## config.mk

```make
export PLATFORM = sky130hd
export DESIGN_NAME = adc_frame_capture
export DESIGN_NICKNAME = d
export VERILOG_FILES = /design/src/rtl/adc_pkg.sv /design/src/rtl/adc_sample_fifo.sv /design/src/rtl/adc_frame_capture.sv
export SDC_FILE = /design/constraint.sdc
export NUM_CORES = 1
export LEC_CHECK = 0
export ABC_AREA = 0
export BUFFER_PORTS_ARGS = -buffer_cell sky130_fd_sc_hd__clkbuf_2
export CORE_ASPECT_RATIO = 1.4
export CORE_MARGIN = 2
export CORE_UTILIZATION = 35
export DETAILED_ROUTE_END_ITERATION = 10
export PLACE_DENSITY_LB_ADDON = 0.08
export SLEW_MARGIN = 25
export SYNTH_ARGS = -nofsm -noshare
export SYNTH_HDL_FRONTEND = slang
export SYNTH_SLANG_ARGS = --single-unit
export TNS_END_PERCENT = 20
```

## constraint.sdc

```tcl
create_clock -name system_clock -period 4.85 [get_ports system_clock]
set_input_delay 0.97 -clock system_clock [delete_from_list [all_inputs] [get_ports system_clock]]
set_output_delay 0.97 -clock system_clock [all_outputs]
set_load 0.02 [all_outputs]
```

## src/rtl/adc_pkg.sv

```systemverilog
// rtl/adc_pkg.sv - shared state encoding, constants and bit-serial CRC helper for adc_frame_capture
package adc_pkg;

  localparam int          ADC_STATUS_BITS = 16;
  localparam int          CHAN_W          = 2;
  localparam logic [15:0] CRC_POLY        = 16'h1021;
  localparam logic [15:0] CRC_INIT        = 16'hFFFF;

  typedef enum logic [2:0] {
    ST_IDLE,
    ST_STATUS,
    ST_CHAN,
    ST_CRC,
    ST_DONE
  } cap_state_e;

  // One CRC-CCITT step, MSB-first, non-reflected.
  function automatic logic [15:0] crc_ccitt_bit(input logic [15:0] crc, input logic din);
    logic fb;
    fb = crc[15] ^ din;
    return {crc[14:0], 1'b0} ^ (fb ? CRC_POLY : 16'h0000);
  endfunction

endpackage

```

## src/rtl/adc_sample_fifo.sv

```systemverilog
// rtl/adc_sample_fifo.sv - synchronous FIFO with wrap-bit pointers; head is read combinationally
module adc_sample_fifo #(
  parameter int WIDTH = 34,
  parameter int DEPTH = 8
) (
  input  logic             clk_i,
  input  logic             reset_i,
  input  logic             push_i,
  input  logic [WIDTH-1:0] push_data_i,
  input  logic             pop_i,
  output logic [WIDTH-1:0] pop_data_o,
  output logic             full_o,
  output logic             empty_o
);

  localparam int AW = $clog2(DEPTH);

  logic [AW:0]      wr_ptr_q, wr_ptr_d;
  logic [AW:0]      rd_ptr_q, rd_ptr_d;
  logic [WIDTH-1:0] mem_q [DEPTH];
  logic             do_push, do_pop;

  assign empty_o = (wr_ptr_q == rd_ptr_q);
  assign full_o  = (wr_ptr_q[AW] != rd_ptr_q[AW]) &&
                   (wr_ptr_q[AW-1:0] == rd_ptr_q[AW-1:0]);

  // A pop frees the head slot in the same cycle, so a full FIFO still accepts a push.
  assign do_pop  = pop_i && !empty_o;
  assign do_push = push_i && (!full_o || do_pop);

  assign wr_ptr_d = wr_ptr_q + {{AW{1'b0}}, do_push};
  assign rd_ptr_d = rd_ptr_q + {{AW{1'b0}}, do_pop};

  assign pop_data_o = empty_o ? '0 : mem_q[rd_ptr_q[AW-1:0]];

  always_ff @(posedge clk_i) begin
    if (reset_i) begin
      wr_ptr_q <= '0;
      rd_ptr_q <= '0;
    end else begin
      wr_ptr_q <= wr_ptr_d;
      rd_ptr_q <= rd_ptr_d;
    end
  end

  always_ff @(posedge clk_i) begin
    if (do_push) begin
      mem_q[wr_ptr_q[AW-1:0]] <= push_data_i;
    end
  end

endmodule

```

## src/rtl/adc_frame_capture.sv

```systemverilog
// rtl/adc_frame_capture.sv - snoops the SPI bus and assembles ADS131A0x frames into a sample FIFO
// Optional trailing CRC word check is enabled by defining ADC_CRC_EN.
module adc_frame_capture
  import adc_pkg::*;
#(
  parameter int NUM_CHANNELS = 4,
  parameter int WORD_BITS    = 24,
  parameter int OUT_WIDTH    = 32,
  parameter int FIFO_DEPTH   = 8
) (
  input  logic                       system_clock,
  input  logic                       reset,
  input  logic                       spi_sclk,
  input  logic                       spi_cs,
  input  logic                       spi_miso,
  output logic [OUT_WIDTH-1:0]       sample_data,
  output logic [CHAN_W-1:0]          sample_chan,
  output logic                       sample_valid,
  input  logic                       sample_ready,
  output logic [ADC_STATUS_BITS-1:0] status_word,
  output logic                       frame_done,
  output logic                       frame_error,
  output logic                       overflow,
  output logic                       crc_error
);

  localparam int                BIT_W     = $clog2(WORD_BITS);
  localparam logic [BIT_W-1:0]  LAST_BIT  = BIT_W'(WORD_BITS - 1);
  localparam logic [CHAN_W-1:0] LAST_WORD = CHAN_W'(NUM_CHANNELS - 1);
  localparam int                ENTRY_W   = CHAN_W + OUT_WIDTH;

  logic sclk_q, sclk_prev_q, cs_q, cs_prev_q, miso_q;

  cap_state_e                 state_q, state_d;
  logic [BIT_W-1:0]           bit_cnt_q, bit_cnt_d;
  logic [CHAN_W-1:0]          word_cnt_q, word_cnt_d;
  logic [WORD_BITS-1:0]       shift_q, shift_d;
  logic [ADC_STATUS_BITS-1:0] pend_status_q, pend_status_d;
  logic [ADC_STATUS_BITS-1:0] status_word_q, status_word_d;
  logic                       frame_done_q, frame_done_d;
  logic                       frame_error_q, frame_error_d;
  logic                       push_q, push_d;
  logic [CHAN_W-1:0]          push_chan_q, push_chan_d;
  logic                       overflow_q, overflow_d;
`ifdef ADC_CRC_EN
  logic [15:0]                crc_q, crc_d;
  logic                       crc_error_q, crc_error_d;
`endif

  logic                        sclk_fall, cs_fall, cs_rise, word_last, in_frame;
  logic [WORD_BITS-1:0]        word_full;
  logic signed [WORD_BITS-1:0] shift_s;
  logic [OUT_WIDTH-1:0]        sample_sext;
  logic [ENTRY_W-1:0]          fifo_head;
  logic                        fifo_full, fifo_empty, fifo_pop, fifo_drop;

  assign sclk_fall = sclk_prev_q && !sclk_q && !cs_q;
  assign cs_fall   = cs_prev_q && !cs_q;
  assign cs_rise   = !cs_prev_q && cs_q;
  assign word_full = {shift_q[WORD_BITS-2:0], miso_q};
  assign word_last = sclk_fall && (bit_cnt_q == LAST_BIT);
  assign in_frame  = state_q inside {ST_STATUS, ST_CHAN, ST_CRC};

  // The push happens the cycle after the last edge, when shift_q already holds the whole word.
  assign shift_s     = shift_q;
  assign sample_sext = OUT_WIDTH'(shift_s);

  assign fifo_pop  = !fifo_empty && sample_ready;
  assign fifo_drop = push_q && fifo_full && !fifo_pop;

  always_comb begin
    state_d       = state_q;
    bit_cnt_d     = bit_cnt_q;
    word_cnt_d    = word_cnt_q;
    shift_d       = shift_q;
    pend_status_d = pend_status_q;
    status_word_d = status_word_q;
    frame_done_d  = 1'b0;
    frame_error_d = 1'b0;
    push_d        = 1'b0;
    push_chan_d   = push_chan_q;
    overflow_d    = overflow_q | fifo_drop;
`ifdef ADC_CRC_EN
    crc_d         = crc_q;
    crc_error_d   = 1'b0;
`endif

    if (sclk_fall) begin
      shift_d = word_full;
    end
    if (sclk_fall && in_frame) begin
      bit_cnt_d = word_last ? '0 : bit_cnt_q + 1'b1;
    end

    case (state_q)
      ST_IDLE: begin
        if (cs_fall) begin
          bit_cnt_d  = '0;
          word_cnt_d = '0;
          state_d    = ST_STATUS;
`ifdef ADC_CRC_EN
          crc_d      = CRC_INIT;
`endif
        end
      end
      ST_STATUS: begin
`ifdef ADC_CRC_EN
        if (sclk_fall) crc_d = crc_ccitt_bit(crc_q, miso_q);
`endif
        if (word_last) begin
          pend_status_d = word_full[WORD_BITS-1 -: ADC_STATUS_BITS];
          state_d       = ST_CHAN;
        end
      end
      ST_CHAN: begin
`ifdef ADC_CRC_EN
        if (sclk_fall) crc_d = crc_ccitt_bit(crc_q, miso_q);
`endif
        if (word_last) begin
          push_d      = 1'b1;
          push_chan_d = word_cnt_q;
          word_cnt_d  = word_cnt_q + 1'b1;
          if (word_cnt_q == LAST_WORD) begin
`ifdef ADC_CRC_EN
            state_d       = ST_CRC;
`else
            state_d       = ST_DONE;
            frame_done_d  = 1'b1;
            status_word_d = pend_status_q;
`endif
          end
        end
      end
`ifdef ADC_CRC_EN
      ST_CRC: begin
        if (word_last) begin
          state_d       = ST_DONE;
          frame_done_d  = 1'b1;
          status_word_d = pend_status_q;
          crc_error_d   = (word_full[WORD_BITS-1 -: 16] != crc_q);
        end
      end
`endif
      ST_DONE: begin
        if (cs_q) state_d = ST_IDLE;
      end
      default: state_d = ST_IDLE;
    endcase

    // CS can only rise while no SCLK edge is counted, so this never races a push.
    if (cs_rise && in_frame) begin
      frame_error_d = 1'b1;
      state_d       = ST_IDLE;
    end
  end

  always_ff @(posedge system_clock) begin
    if (reset) begin
      sclk_q        <= 1'b0;
      sclk_prev_q   <= 1'b0;
      cs_q          <= 1'b0;
      cs_prev_q     <= 1'b0;
      miso_q        <= 1'b0;
      state_q       <= ST_IDLE;
      bit_cnt_q     <= '0;
      word_cnt_q    <= '0;
      shift_q       <= '0;
      pend_status_q <= '0;
      status_word_q <= '0;
      frame_done_q  <= 1'b0;
      frame_error_q <= 1'b0;
      push_q        <= 1'b0;
      push_chan_q   <= '0;
      overflow_q    <= 1'b0;
`ifdef ADC_CRC_EN
      crc_q         <= CRC_INIT;
      crc_error_q   <= 1'b0;
`endif
    end else begin
      sclk_q        <= spi_sclk;
      sclk_prev_q   <= sclk_q;
      cs_q          <= spi_cs;
      cs_prev_q     <= cs_q;
      miso_q        <= spi_miso;
      state_q       <= state_d;
      bit_cnt_q     <= bit_cnt_d;
      word_cnt_q    <= word_cnt_d;
      shift_q       <= shift_d;
      pend_status_q <= pend_status_d;
      status_word_q <= status_word_d;
      frame_done_q  <= frame_done_d;
      frame_error_q <= frame_error_d;
      push_q        <= push_d;
      push_chan_q   <= push_chan_d;
      overflow_q    <= overflow_d;
`ifdef ADC_CRC_EN
      crc_q         <= crc_d;
      crc_error_q   <= crc_error_d;
`endif
    end
  end

  adc_sample_fifo #(
    .WIDTH (ENTRY_W),
    .DEPTH (FIFO_DEPTH)
  ) u_fifo (
    .clk_i       (system_clock),
    .reset_i     (reset),
    .push_i      (push_q),
    .push_data_i ({push_chan_q, sample_sext}),
    .pop_i       (fifo_pop),
    .pop_data_o  (fifo_head),
    .full_o      (fifo_full),
    .empty_o     (fifo_empty)
  );

  assign {sample_chan, sample_data} = fifo_head;
  assign sample_valid = !fifo_empty;
  assign status_word  = status_word_q;
  assign frame_done   = frame_done_q;
  assign frame_error  = frame_error_q;
  assign overflow     = overflow_q;
`ifdef ADC_CRC_EN
  assign crc_error    = crc_error_q;
`else
  assign crc_error    = 1'b0;
`endif

endmodule

```

# == Yosys cells after proc, flatten, opt, wreduce, memory -nomap -nowiden ==
# Memory sizes are Yosys's and may differ from the RTL's. A register that Yosys moved wholly into a read port is not among the register bits.
# Cells that the tools add are included.
# word_totals
regBits,85
ram_bits,272
in_bits,6
out_inout_bits,55
wordCells,91
memories,1
# op_classes
n_addsub,4
eq_ne,14
muxes,20
n_bitwise,3
n_reduce_logical,31
# memory_table
memory,words,width,rd,rd_ports_with_merged_regs,write_ports,line,rtl
u_fifo.mem_q,8,34,1,1,1,adc_sample_fifo.sv:20,logic [WIDTH-1:0] mem_q [DEPTH];
# ops
op,n
$mux W34,1
$mux W5,4
$mux W3,6
$logic_and A1 B1 Y1,13
$pmux W3 S4,1
$add A4 B1 Y4,2
$ne A2 B2 Y1 const B,4
$eq A3 B2 Y1 const B,2
$logic_not A1 Y1,6
$reduce_and A3 Y1,2
$add A5 B1 Y5 const B,1
$eq A5 B5 Y1 const B,1
$mux W1,5
$reduce_and A5 Y1,1
$eq A4 B4 Y1,1
$mux W2,2
$pmux W2 S2,1
$reduce_and A2 Y1,2
$reduce_or A2 Y1,2
$eq A3 B1 Y1 const B,1
$eq A3 B3 Y1,1
$eq A3 B3 Y1 const B,1
$logic_not A3 Y1,1
$reduce_bool A3 Y1,1
other kinds (9),10

# == Longest topological paths before layout ==
# Gate-level depths: netlist of the first run.
# logic_depth
ltp_word,8
depth_mapped,10
mapped_depth_nobuf,8

# == By module ==
# Synthesis of the first run repeated with hierarchy kept, for this count alone.
# hier_totals
cells_unflattened,931
area_unflattened_um2,13938.4
# by_module_without_submodules
module,n_inst,cells_per_inst,area_per_inst_um2
adc_sample_fifo,1,607,11003.1
adc_frame_capture,1,324,2935.3

# == Least setup slack after synthesis of the first run ==
# OpenSTA, ideal clock, no wires.
# synth_timing
kind,input to register
from,input sample_ready
to,memory u_fifo.mem_q[4][0] (enable)
setup_ps,485
t_arrival_ps,3868
required_ps,4365
path_slack_ps,497
path_stages,2
path_buffers,0
path_cell_list,o31ai_4 > nor4b_1
# synth_between
elab_chain_cells,6
# synth_rtl
item,line,rtl
from (decl),adc_frame_capture.sv:19,"input logic sample_ready,"
$logic_and A1 B1 Y1,adc_frame_capture.sv:68,assign fifo_pop = !fifo_empty && sample_ready;
$logic_and A1 B1 Y1,adc_sample_fifo.sv:28,assign do_pop = pop_i && !empty_o;
$logic_or A1 B1 Y1,adc_sample_fifo.sv:29,assign do_push = push_i && (!full_o || do_pop);
$logic_and A1 B1 Y1,adc_sample_fifo.sv:29,
$mux W1,adc_sample_fifo.sv:47,if (do_push) begin
$mux W1 (not written as such),adc_sample_fifo.sv:48,mem_q[wr_ptr_q[AW-1:0]] <= push_data_i;
to (decl),adc_sample_fifo.sv:20,
# No other way between the ends.

# == Final worst setup path of the first run ==
# layout_timing
from,register u_fifo.rd_ptr_q[0]
to,output sample_data[20]
# layout_between
elab_chain_cells,2
# layout_rtl
item,line,rtl
from (decl),adc_sample_fifo.sv:19,"logic [AW:0] rd_ptr_q, rd_ptr_d;"
from (signal assigned),adc_sample_fifo.sv:42,rd_ptr_q <= rd_ptr_d;
$eq A4 B4 Y1,adc_sample_fifo.sv:23,assign empty_o = (wr_ptr_q == rd_ptr_q);
$mux W34,adc_sample_fifo.sv:34,assign pop_data_o = empty_o ? '0 : mem_q[rd_ptr_q[AW-1:0]];
to (decl),adc_frame_capture.sv:16,"output logic [OUT_WIDTH-1:0] sample_data,"
# No other way between the ends.

==> key figures, run 1 <==
Worst setup path
  – Worst endpoint data arrival time: 3.00 ns
  – Max stage delay on crit path: between 0.7 and 0.8 ns
  – Number of buffers and inverters on the critical path: 2
  – Worst setup SP type: flip-flop
  – Worst Setup Path Type: flip-flop to output port
  – Crit-path max FO: 29
  – CP Capture Type: output port
  – Top delay family on crit path: multiplexers
  – CP required: slightly below 4 ns
  – CP max stage cell: dfxtp_4
  – Worst path cell trace: buf_4, mux4_2, mux2i_1, nor2_1, clkbuf_2

Routing
  – Routed len/inst: 20.16 µm
  – Total Wirelength: 24.00 mm
  – Remaining DRCs: 0
  – Iter 0 DRT Violations: 473
  – Vias/cell: 5.063
  – Vias: ~6000
  – Drt first pass iters: 4
  – Routed Antenna Nets: 0

GRT
  – First-pass GRT wire length: 37.00 mm
  – Global-route usage over all layers: 0.1440
  – Number of global-route vias before repair: between 6000 and 7000
  – Initial antenna violation count: 0
  – Grt ovf: 0
  – Largest net degree at the start of global routing: 55

Clocking
  – Clock-pin transition on the worst setup and hold timing paths: 0.06 ns
  – Hold-fix buffers, CTS: 0
  – Worst-Skew Late Latency: 0.55 ns
  – H-tree depth: 1
  – Post-CTS setup-driven buffer insertion count: 0
  – PostCTS Resize Cnt: 0
  – Clk sinks: roughly 300
  – CTS tree: built
  – Clock root cell: clkbuf_16
  – Clock Path Buffers: 3
  – CTS Buf Count: 28

Power and ir drop
  – Pwr dens: 382.2 mW/mm²
  – Sw Pwr: around 0.00094 W
  – Overall power: 0.004973 W
  – Maximum VDD drop: around 0.00023 V
  – Int Pwr: 0.004033 W
  – Clock network power share: 0.460
  – Combinational share of power: 0.007
  – Sequential share of power: 0.533
  – LEAKAGE: 4.356 nW
  – Sw frac: 0.1891

Synth
  – Ys async rst share: 0
  – Syn nets: 724
  – Area of the mapped netlist: ~0.011 mm²
  – Yosys reg bits: 293
  – Synth unique cells: 46
  – Main synth FF type: edfxtp_1
  – Syn. warnings: 0
  – Mapped Cells: 712
  – Mean Syn Cell Area: about 16 µm²
  – EDFF count, synth: 208
  – Largest area contributor in the netlist: edfxtp_1
  – Ranking of synthesized cells by area: edfxtp_1 (55%), dfxtp_1 (15%), mux4_2 (10%), mux2i_1 (4.1%), nand2_1 (2.6%)
  – Yosys top cell area share: 0.5496
  – Sequential share of the synthesized area: 0.6993

Timing
  – Skew final: between 0.009 and 0.01 ns
  – Setup tns final: 0 ns
  – Minimum clock period: 3.967 ns
  – Fin crit share: 0.8180
  – Final setup fails: 0
  – Unrepaired setup endpoints after global routing: false
  – Final hold slack: approximately 0.46 ns
  – Fmax achieved: 252.1 MHz
  – Slew Limit Fails: 0
  – Relative slew slack: 0.4363
  – Worst Tran Pin Value: about 0.85 ns
  – Hold Vio Cnt, Final: 0

Cells and area
  – Most frequent cells in the layout: edfxtp_1 (208), dfxtp_1 (82), nand2_1 (80)
  – Area grow syn2layout: 14.51%
  – Area of the multi-input gates: 0.003131 mm²
  – Layout Cells excl Fill: 1190
  – # fillers: 2958
  – Layout cells sized above 1: 0.2633
  – Commonest non-fill, non-tap cell in the layout: edfxtp_1
  – Sequential cell area: 0.007954 mm²
  – N_diodes: 0
  – Fin nets: 780
  – Final instance area: 0.01301 mm²

Floorplanning
  – Ports: between 60 and 70
  – Die H: 217.2 µm
  – Total die area: 0.03395 mm²
  – Core ar.: 0.03221 mm²
  – Width of the die: 156.3 µm
  – Initial Util: 0.3529
  – FP Rows: around 80

Place
  – Post-DP Area: 0.01203 mm²
  – I/O Buffers: 59
  – Routability cong.: slightly below 0.7
  – DP Wirelength: around 13 mm
  – Inst Count DP: 1138

Run
  – Max-cap violations: 0

Status
  – Status: completed

Min path
  – Hold/Removal Path Class: flip-flop to flip-flop
## synthesized netlist by cell type, types with 3 or more instances
master,number
a21oi_1,35
a21oi_2,10
and4b_1,3
buf_1,6
buf_2,17
buf_4,19
clkbuf_1,7
dfxtp_1,85
edfxtp_1,208
ha_1,6
inv_1,4
mux2i_1,47
mux4_2,52
nand2_1,80
nand2_2,6
nand3_1,8
nor2_1,58
nor2b_1,13
nor3_1,3
nor3b_1,3
nor4b_1,3
xnor2_1,8
## power by group through the flow
stage,clock [W],combinational (W),sequential [W]
global placement,0,0.0000331,0.00271
CTS,0.00235,0.0000341,0.00265
floorplan,0,0.0000271,0.00270
global route,0.00245,0.0000372,0.00265
detailed placement,0,0.0000341,0.00271
finish,0.00229,0.0000339,0.00265
## metrics by stage
stage / utilization / setup slack [ns]
after global routing: 0.4041 / 0.6297
after detailed placement: 0.3737 / 1.323
final: 0.4041 / 0.8827
after floorplan: - / 0.4974
after CTS: 0.4040 / 0.7358
after global placement: 0.3735 / 1.260
## worst min-delay path, cell delays in order, from the launching register on
cell and delay, ns:
dfxtp_1 0.31, nand2_1 0.05, a21oi_1 0.05
## kinds of logic (layout without fill, tap and decap cells)
| kind of cell | after synthesis | count (layout) | synth area share |
|---|---|---|---|
| buffers and inverters | 56 | 134 | 0.02873 |
| adders and majority gates | 6 | 6 | 0.006606 |
| other | 1 | 1 | 0.0003300 |
| xor gates and xnor gates | 10 | 10 | 0.007707 |
| DFF | 293 | 293 | 0.6993 |
| and+or+nand+nor | 193 | 193 | 0.08246 |
| muxes | 99 | 99 | 0.1444 |
| AOI/OAI and AO/OA | 54 | 54 | 0.03039 |
## registers in the layout, summed over array words and instances, names as in the netlist
| signal | flops |
|---|---|
| bit_cnt_q | 5 |
| shift_q | 24 |
| frame_error | 1 |
| u_fifo.rd_ptr_q | 4 |
| push_chan_q | 2 |
| status_word | 16 |
| u_fifo.mem_q | 208 |
| pend_status_q | 16 |
| cs_prev_q | 1 |
| word_cnt_q | 2 |
| sclk_q | 1 |
| frame_done | 1 |
| cs_q | 1 |
| u_fifo.wr_ptr_q | 4 |
| sclk_prev_q | 1 |
| state_q | 3 |
| push_q | 1 |
| overflow | 1 |
| miso_q | 1 |
## path summary, 6_finish.rpt
| kind | startpoint | end | slack (ns) | cells after the start |
|---|---|---|---|---|
| hold / removal | status_word[11] | status_word[11] | 0.46 | 2 |
| setup reg to reg | u_fifo.rd_ptr_q[0] | u_fifo.mem_q[3][14] | 2.09 | 6 |
| setup / recovery | u_fifo.rd_ptr_q[0] | sample_data[20] | 0.88 | 5 |
| hold reg to reg | status_word[11] | status_word[11] | 0.46 | 2 |
## layout make-up
cell class	instances	share of cell area
repair buffers	77	0.03327
well taps	400	0.03846
multi-input cells	363	0.2406
clock buffers	36	0.05855
clock inverters	16	0.01654
inverters	5	0.001442
flip-flops and latches	293	0.6112
## metal layers
layer	up-vias	wire length (µm)	track usage
met5	-	0	0
met4	0	422	0.04159
met3	34	1025	0.02131
met2	146	12020	0.2474
met1	3085	10530	0.1895
li1	2760	-	-
Note: power is estimated with default switching activity, not from simulation.
==> inputs of run 2 (changes only) <==
==> constraint.sdc (replaced) <==
create_clock -name system_clock -period 3.7 [get_ports system_clock]
set_input_delay 0.74 -clock system_clock [delete_from_list [all_inputs] [get_ports system_clock]]
set_output_delay 0.74 -clock system_clock [all_outputs]
set_load 0.02 [all_outputs]
==> key figures, run 2 (same netlist as run 1, synthesis figures left out) <==
Floorplanning
  – Total die area: 0.03395 mm²
  – Die H: 217.2 µm
  – Initial Util: 0.3529
  – Core ar.: between 0.03 and 0.04 mm²
  – FP Rows: 78
  – Ports: 61
  – Width of the die: 156.3 µm

Timing
  – Fin crit share: 0.8950
  – Minimum clock period: about 3.3 ns
  – Skew final: 0.008664 ns
  – Final setup fails: 0
  – Final hold slack: 0.3929 ns
  – Hold Vio Cnt, Final: 0
  – Unrepaired setup endpoints after global routing: false
  – Worst Tran Pin Value: roughly 0.83 ns
  – Relative slew slack: 0.4483
  – Slew Limit Fails: 0
  – Final worst slack: 0.3884 ns
  – Fmax achieved: a little over 300 MHz

GRT
  – Largest net degree at the start of global routing: 55
  – Global-route usage over all layers: 0.1429
  – Grt ovf: 0
  – Number of global-route vias before repair: 6254
  – Initial antenna violation count: 0
  – First-pass GRT wire length: 36.84 mm

Min path
  – Hold/Removal Path Class: primary input to flip-flop

Worst setup path
  – Crit-path max FO: between 50 and 60
  – R2r setup slk: roughly 1.3 ns
  – CP Capture Type: output port
  – Worst Setup Path Type: flip-flop to output port
  – Worst path cell trace: buf_4, mux4_2, mux2i_1, nor2_1, clkbuf_2
  – CP required: 2.96 ns
  – CP max stage cell: buf_4
  – Max stage delay on crit path: 0.63 ns
  – Worst endpoint data arrival time: 2.57 ns
  – Worst setup SP type: flip-flop

Cells and area
  – Most frequent cells in the layout: edfxtp_1 (208), dfxtp_1 (82), nand2_1 (80)
  – Area grow syn2layout: 14.42%
  – Layout Cells excl Fill: between 1000 and 1500
  – Final instance area: roughly 0.013 mm²
  – Layout cells sized above 1: 0.2646
  – Commonest non-fill, non-tap cell in the layout: edfxtp_1
  – Fin nets: 778
  – Largest register FFs: 208
  – N_diodes: 0

Routing
  – Iter 0 DRT Violations: 377
  – Vias: 5857
  – Drt first pass iters: 4
  – Routed Antenna Nets: 0
  – Remaining DRCs: 0
  – Total Wirelength: about 23 mm
  – Vias/cell: ~5
  – Routed len/inst: approximately 20 µm

Clocking
  – CTS Buf Count: 28
  – Clock Path Buffers: 3
  – Clock root cell: clkbuf_16
  – Clk sinks: 293
  – H-tree depth: 1
  – Post-CTS setup-driven buffer insertion count: 0
  – CTS tree: built
  – PostCTS Resize Cnt: 0
  – Hold-fix buffers, CTS: 0
  – Worst-Skew Late Latency: 0.55 ns
  – Clock-pin transition on the worst setup and hold timing paths: ~0.06 ns

Place
  – Pre-CTS WS: roughly 0.88 ns
  – Post-DP Area: 0.01204 mm²
  – Inst Count DP: ~1100
  – I/O Buffers: 59
  – DP Wirelength: roughly 13 mm
  – Routability cong.: 0.7282

Power and ir drop
  – Overall power: 0.006492 W
  – Sw frac: 0.1922
  – Int Pwr: 0.005244 W
  – Sw Pwr: 0.001247 W
  – LEAKAGE: 4.346 nW
  – Combinational share of power: 0.007
  – Pwr dens: 499.2 mW/mm²
  – Clock network power share: 0.458
  – Sequential share of power: 0.535
  – Maximum VDD drop: 0.0003535 V

Run
  – Max-cap violations: 0

Status
  – Status: completed
[run 2: cell count changes in the layout (fill, tap and decap cells not counted), moves of 2 or more]
cell and change:
buf_4 -4, clkbuf_1 -3, clkbuf_16 +3, clkinv_2 +3, clkinv_4 -3, bufinv_16 -2, clkinvlp_2 -2
[run 2: power groups by stage]
| stage | Clock, W | Combinational (W) | Sequential [W] |
|---|---|---|---|
| floorplan | 0 | 0.0000355 | 0.00355 |
| global placement | 0 | 0.0000427 | 0.00355 |
| detailed placement | 0 | 0.0000433 | 0.00355 |
| CTS | 0.00306 | 0.0000435 | 0.00348 |
| global route | 0.00317 | 0.0000483 | 0.00347 |
| finish | 0.00297 | 0.0000429 | 0.00348 |
[run 2: layer usage]
metal,vias up,wire length [µm],GRT usage
li1,2749,-,-
met1,2967,10140,0.1800
met2,108,11870,0.2532
met3,33,878,0.02170
met4,0,485,0.04281
met5,-,0,0
[run 2: final timing paths]
check / startpoint / end / cells past startpoint
worst max-delay path: u_fifo.rd_ptr_q[1] / sample_data[26] / 5
worst max register to register: u_fifo.wr_ptr_q[2] / u_fifo.mem_q[5][18] / 6
worst min-delay path: spi_cs / cs_q / 2
worst min register to register: miso_q / shift_q[0] / 2
[run 2: layout make-up]
class / count / area [µm²]
clock buffers: 35 / 812.0
well taps: 400 / 500.5
flip-flops and latches: 293 / 7954
inverters: 5 / 18.77
fillers: 2983 / 19200
multi-input cells: 363 / 3134
clock inverters: 15 / 156.4
repair buffers: 75 / 427.9
[run 2: critical path: cells and delay by family, from the launching register on]
| kind | cells | cell delay [ns] |
|---|---|---|
| buffers and inverters | 2 | 0.88 |
| and+or+nand+nor | 1 | 0.38 |
| DFF | 1 | 0.33 |
| muxes | 2 | 0.41 |
[run 2: metrics by stage]
stage / util / TNS, ns
2_1_floorplan: - / -25.01
3_3_place_gp: 0.3737 / 0
3_5_place_dp: 0.3737 / 0
4_1_cts: 0.4038 / 0
5_1_grt: 0.4038 / 0
6_report: 0.4038 / 0
==> inputs of run 3 (changes only) <==
--- a/config.mk
+++ b/config.mk
@@ -5,7 +5,7 @@
 export SDC_FILE = /design/constraint.sdc
 export NUM_CORES = 1
 export LEC_CHECK = 0
-export ABC_AREA = 0
+export ABC_AREA = 1
 export BUFFER_PORTS_ARGS = -buffer_cell sky130_fd_sc_hd__clkbuf_2
 export CORE_ASPECT_RATIO = 1.4
 export CORE_MARGIN = 2
==> key figures, run 3 <==
Status
  – Status: completed

Synth
  – Syn. warnings: 0
  – Area of the mapped netlist: 0.01152 mm²
  – Sequential share of the synthesized area: 0.6901
  – Ys async rst share: 0
  – Top-count cell post-synth: nor2_1
  – Synth unique cells: 31
  – Syn nets: 1079
  – Yosys reg bits: 293
  – Mean Syn Cell Area: 10.79 µm²
  – Mapped Cells: 1067
  – Yosys top cell area share: 0.5423
  – EDFF count, synth: 208
  – Largest area contributor in the netlist: edfxtp_1
  – Main synth FF type: edfxtp_1
  – Synth top cells by count: nor2_1 (303), edfxtp_1 (208), o21ai_0 (170)
  – Ranking of synthesized cells by area: edfxtp_1 (54%), dfxtp_1 (15%), nor2_1 (9.9%), o21ai_0 (7.4%), nand2_1 (1.7%)

Routing
  – Routed len/inst: around 18 µm
  – Vias: 7631
  – Remaining DRCs: 0
  – Total Wirelength: around 28 mm
  – Vias/cell: 4.854
  – Routed Antenna Nets: 0
  – Iter 0 DRT Violations: 349
  – Drt first pass iters: 6

Power and ir drop
  – Overall power: around 0.0066 W
  – Maximum VDD drop: 0.0003643 V
  – LEAKAGE: 4.508 nW
  – Pwr dens: 496.3 mW/mm²

Worst setup path
  – Worst Setup Path Type: flip-flop to output port
  – Max stage delay on crit path: 0.64 ns
  – Worst Reg-to-Reg Cells: 6
  – Most used cell, CP: nor2_2
  – Worst path cell trace: xor2_1, nor2_2, nand2_1, o21ai_0, nor2_2, clkbuf_2
  – CP required: 2.96 ns
  – Worst endpoint data arrival time: approximately 2.6 ns
  – CP max stage cell: dfxtp_1
  – CP Capture Type: output port
  – Worst setup SP type: flip-flop
  – R2r setup slk: between 0.9 and 1 ns
  – Crit-path max FO: 11
  – Reg-to-Reg Start: u_fifo.rd_ptr_q[2]
  – R2R Path End: u_fifo.mem_q[3][2]

GRT
  – Met1 GRT Util: 0.2254
  – Global-route usage over all layers: 0.1709
  – Number of global-route vias before repair: approximately 7500
  – Initial antenna violation count: 0
  – Met2 usage: 0.2946
  – First-pass GRT wire length: approximately 45 mm
  – Grt ovf: 0
  – Largest net degree at the start of global routing: 77
  – Met3 usage: 0.02082
  – Gr busiest metal: met2

Floorplanning
  – Initial Util: 0.3555
  – Die H: about 220 µm
  – FP Rows: 78
  – Total die area: about 0.034 mm²
  – Core ar.: 0.03240 mm²
  – Ports: 61
  – Width of the die: 157.3 µm

Timing
  – Slew Limit Fails: 0
  – Fmax achieved: 302.1 MHz
  – Setup tns final: 0 ns
  – Relative slew slack: 0.3569
  – Unrepaired setup endpoints after global routing: false
  – Worst Tran Pin Value: between 0.9 and 1 ns
  – Skew final: ~0.011 ns
  – Fin crit share: 0.8946
  – Minimum clock period: 3.310 ns
  – Final setup fails: 0
  – Hold Vio Cnt, Final: 0
  – Final worst slack: 0.3899 ns

Cells and area
  – Layout cells sized above 1: 0.1325
  – Most frequent cells in the layout: nor2_1 (294), edfxtp_1 (208), o21ai_0 (170)
  – Final Core Density: 0.4111
  – Layout Cells excl Fill: 1572
  – Fin nets: roughly 1100
  – Commonest non-fill, non-tap cell in the layout: nor2_1
  – Area grow syn2layout: 15.64%
  – Largest register FFs: 208
  – N_diodes: 0
  – # fillers: 3228

Clocking
  – CTS tree: built
  – Clk sinks: 293
  – Worst-Skew Late Latency: ~0.55 ns
  – Post-CTS setup-driven buffer insertion count: 0
  – Hold-fix buffers, CTS: 0
  – Clock-pin transition on the worst setup and hold timing paths: 0.06 ns
  – Clock root cell: clkbuf_16
  – H-tree depth: 1
  – CTS Buf Count: 29
  – PostCTS Resize Cnt: 0
  – Clock Path Buffers: 3

Min path
  – HP Start: spi_sclk
  – WHS Endpoint: sclk_q
  – Hold/Removal Path Class: primary input to flip-flop
  – Hold-critical path depth: 3

Place
  – I/O Buffers: 59
  – DP Wirelength: between 15 and 20 mm
  – Pre-CTS WS: a little under 0.8 ns
  – Routability cong.: 0.7312
  – Inst Count DP: 1519

Run
  – Max-cap violations: 0
-- run 3: critical path, delay by kind of cell, from the launching register on --
family	cells	cell delay, ns
simple gates	3	0.73
xor+xnor	1	0.21
buf+inv	1	0.24
flops	1	0.64
compound gates	1	0.19
-- run 3: area by class of cell --
class / count / area, µm² / area share
Clock buffer: 37 / 797.0 / 0.05984
Clock inverter: 15 / 146.4 / 0.01099
Inverter: 36 / 135.1 / 0.01015
Multi-Input combinational cell: 668 / 3152 / 0.2366
Sequential cell: 293 / 7953 / 0.5971
Tap cell: 440 / 550.5 / 0.04133
Timing Repair Buffer: 83 / 585.6 / 0.04396
-- run 3: cells by family after synthesis --
logic type,after synthesis,share of synthesized area
buffers and inverters,106,0.04172
adders and majority gates,6,0.006518
other,1,0.0003256
DFF,293,0.6901
AOI/OAI and AO/OA,254,0.1175
xor gates and xnor gates,7,0.005323
and+or+nand+nor,400,0.1385
-- run 3: per-layer routing --
layer,part of all wire,routed length [µm]
met2,0.50,14200
met1,0.44,12640
met4,0.021,601
met5,0,0
met3,0.036,1037
-- run 3: worst max-delay path by stage --
stage,start,to,depth (start not counted)
floorplan,u_fifo.rd_ptr_q[1],sample_data[24],11
global placement,u_fifo.rd_ptr_q[0],sample_data[25],8
detailed placement,u_fifo.rd_ptr_q[0],sample_data[31],8
CTS,u_fifo.rd_ptr_q[0],sample_data[31],8
global route,u_fifo.rd_ptr_q[2],sample_data[29],6
finish,u_fifo.rd_ptr_q[2],sample_data[31],6
-- run 3: through the flow --
stage	hold slack, ns	instance area, µm²
after detailed placement	0.4469	12350
after global placement	0.4401	12290
after floorplan	0.4244	11520
final	0.3813	13320
after CTS	0.3561	13290
after global routing	0.3687	13320
-- run 3: power by group --
group / internal, W / switching (W)
combinational: 0.0000387 / 0.0000728
clock: 0.00172 / 0.00122
sequential: 0.00351 / 0.0000460
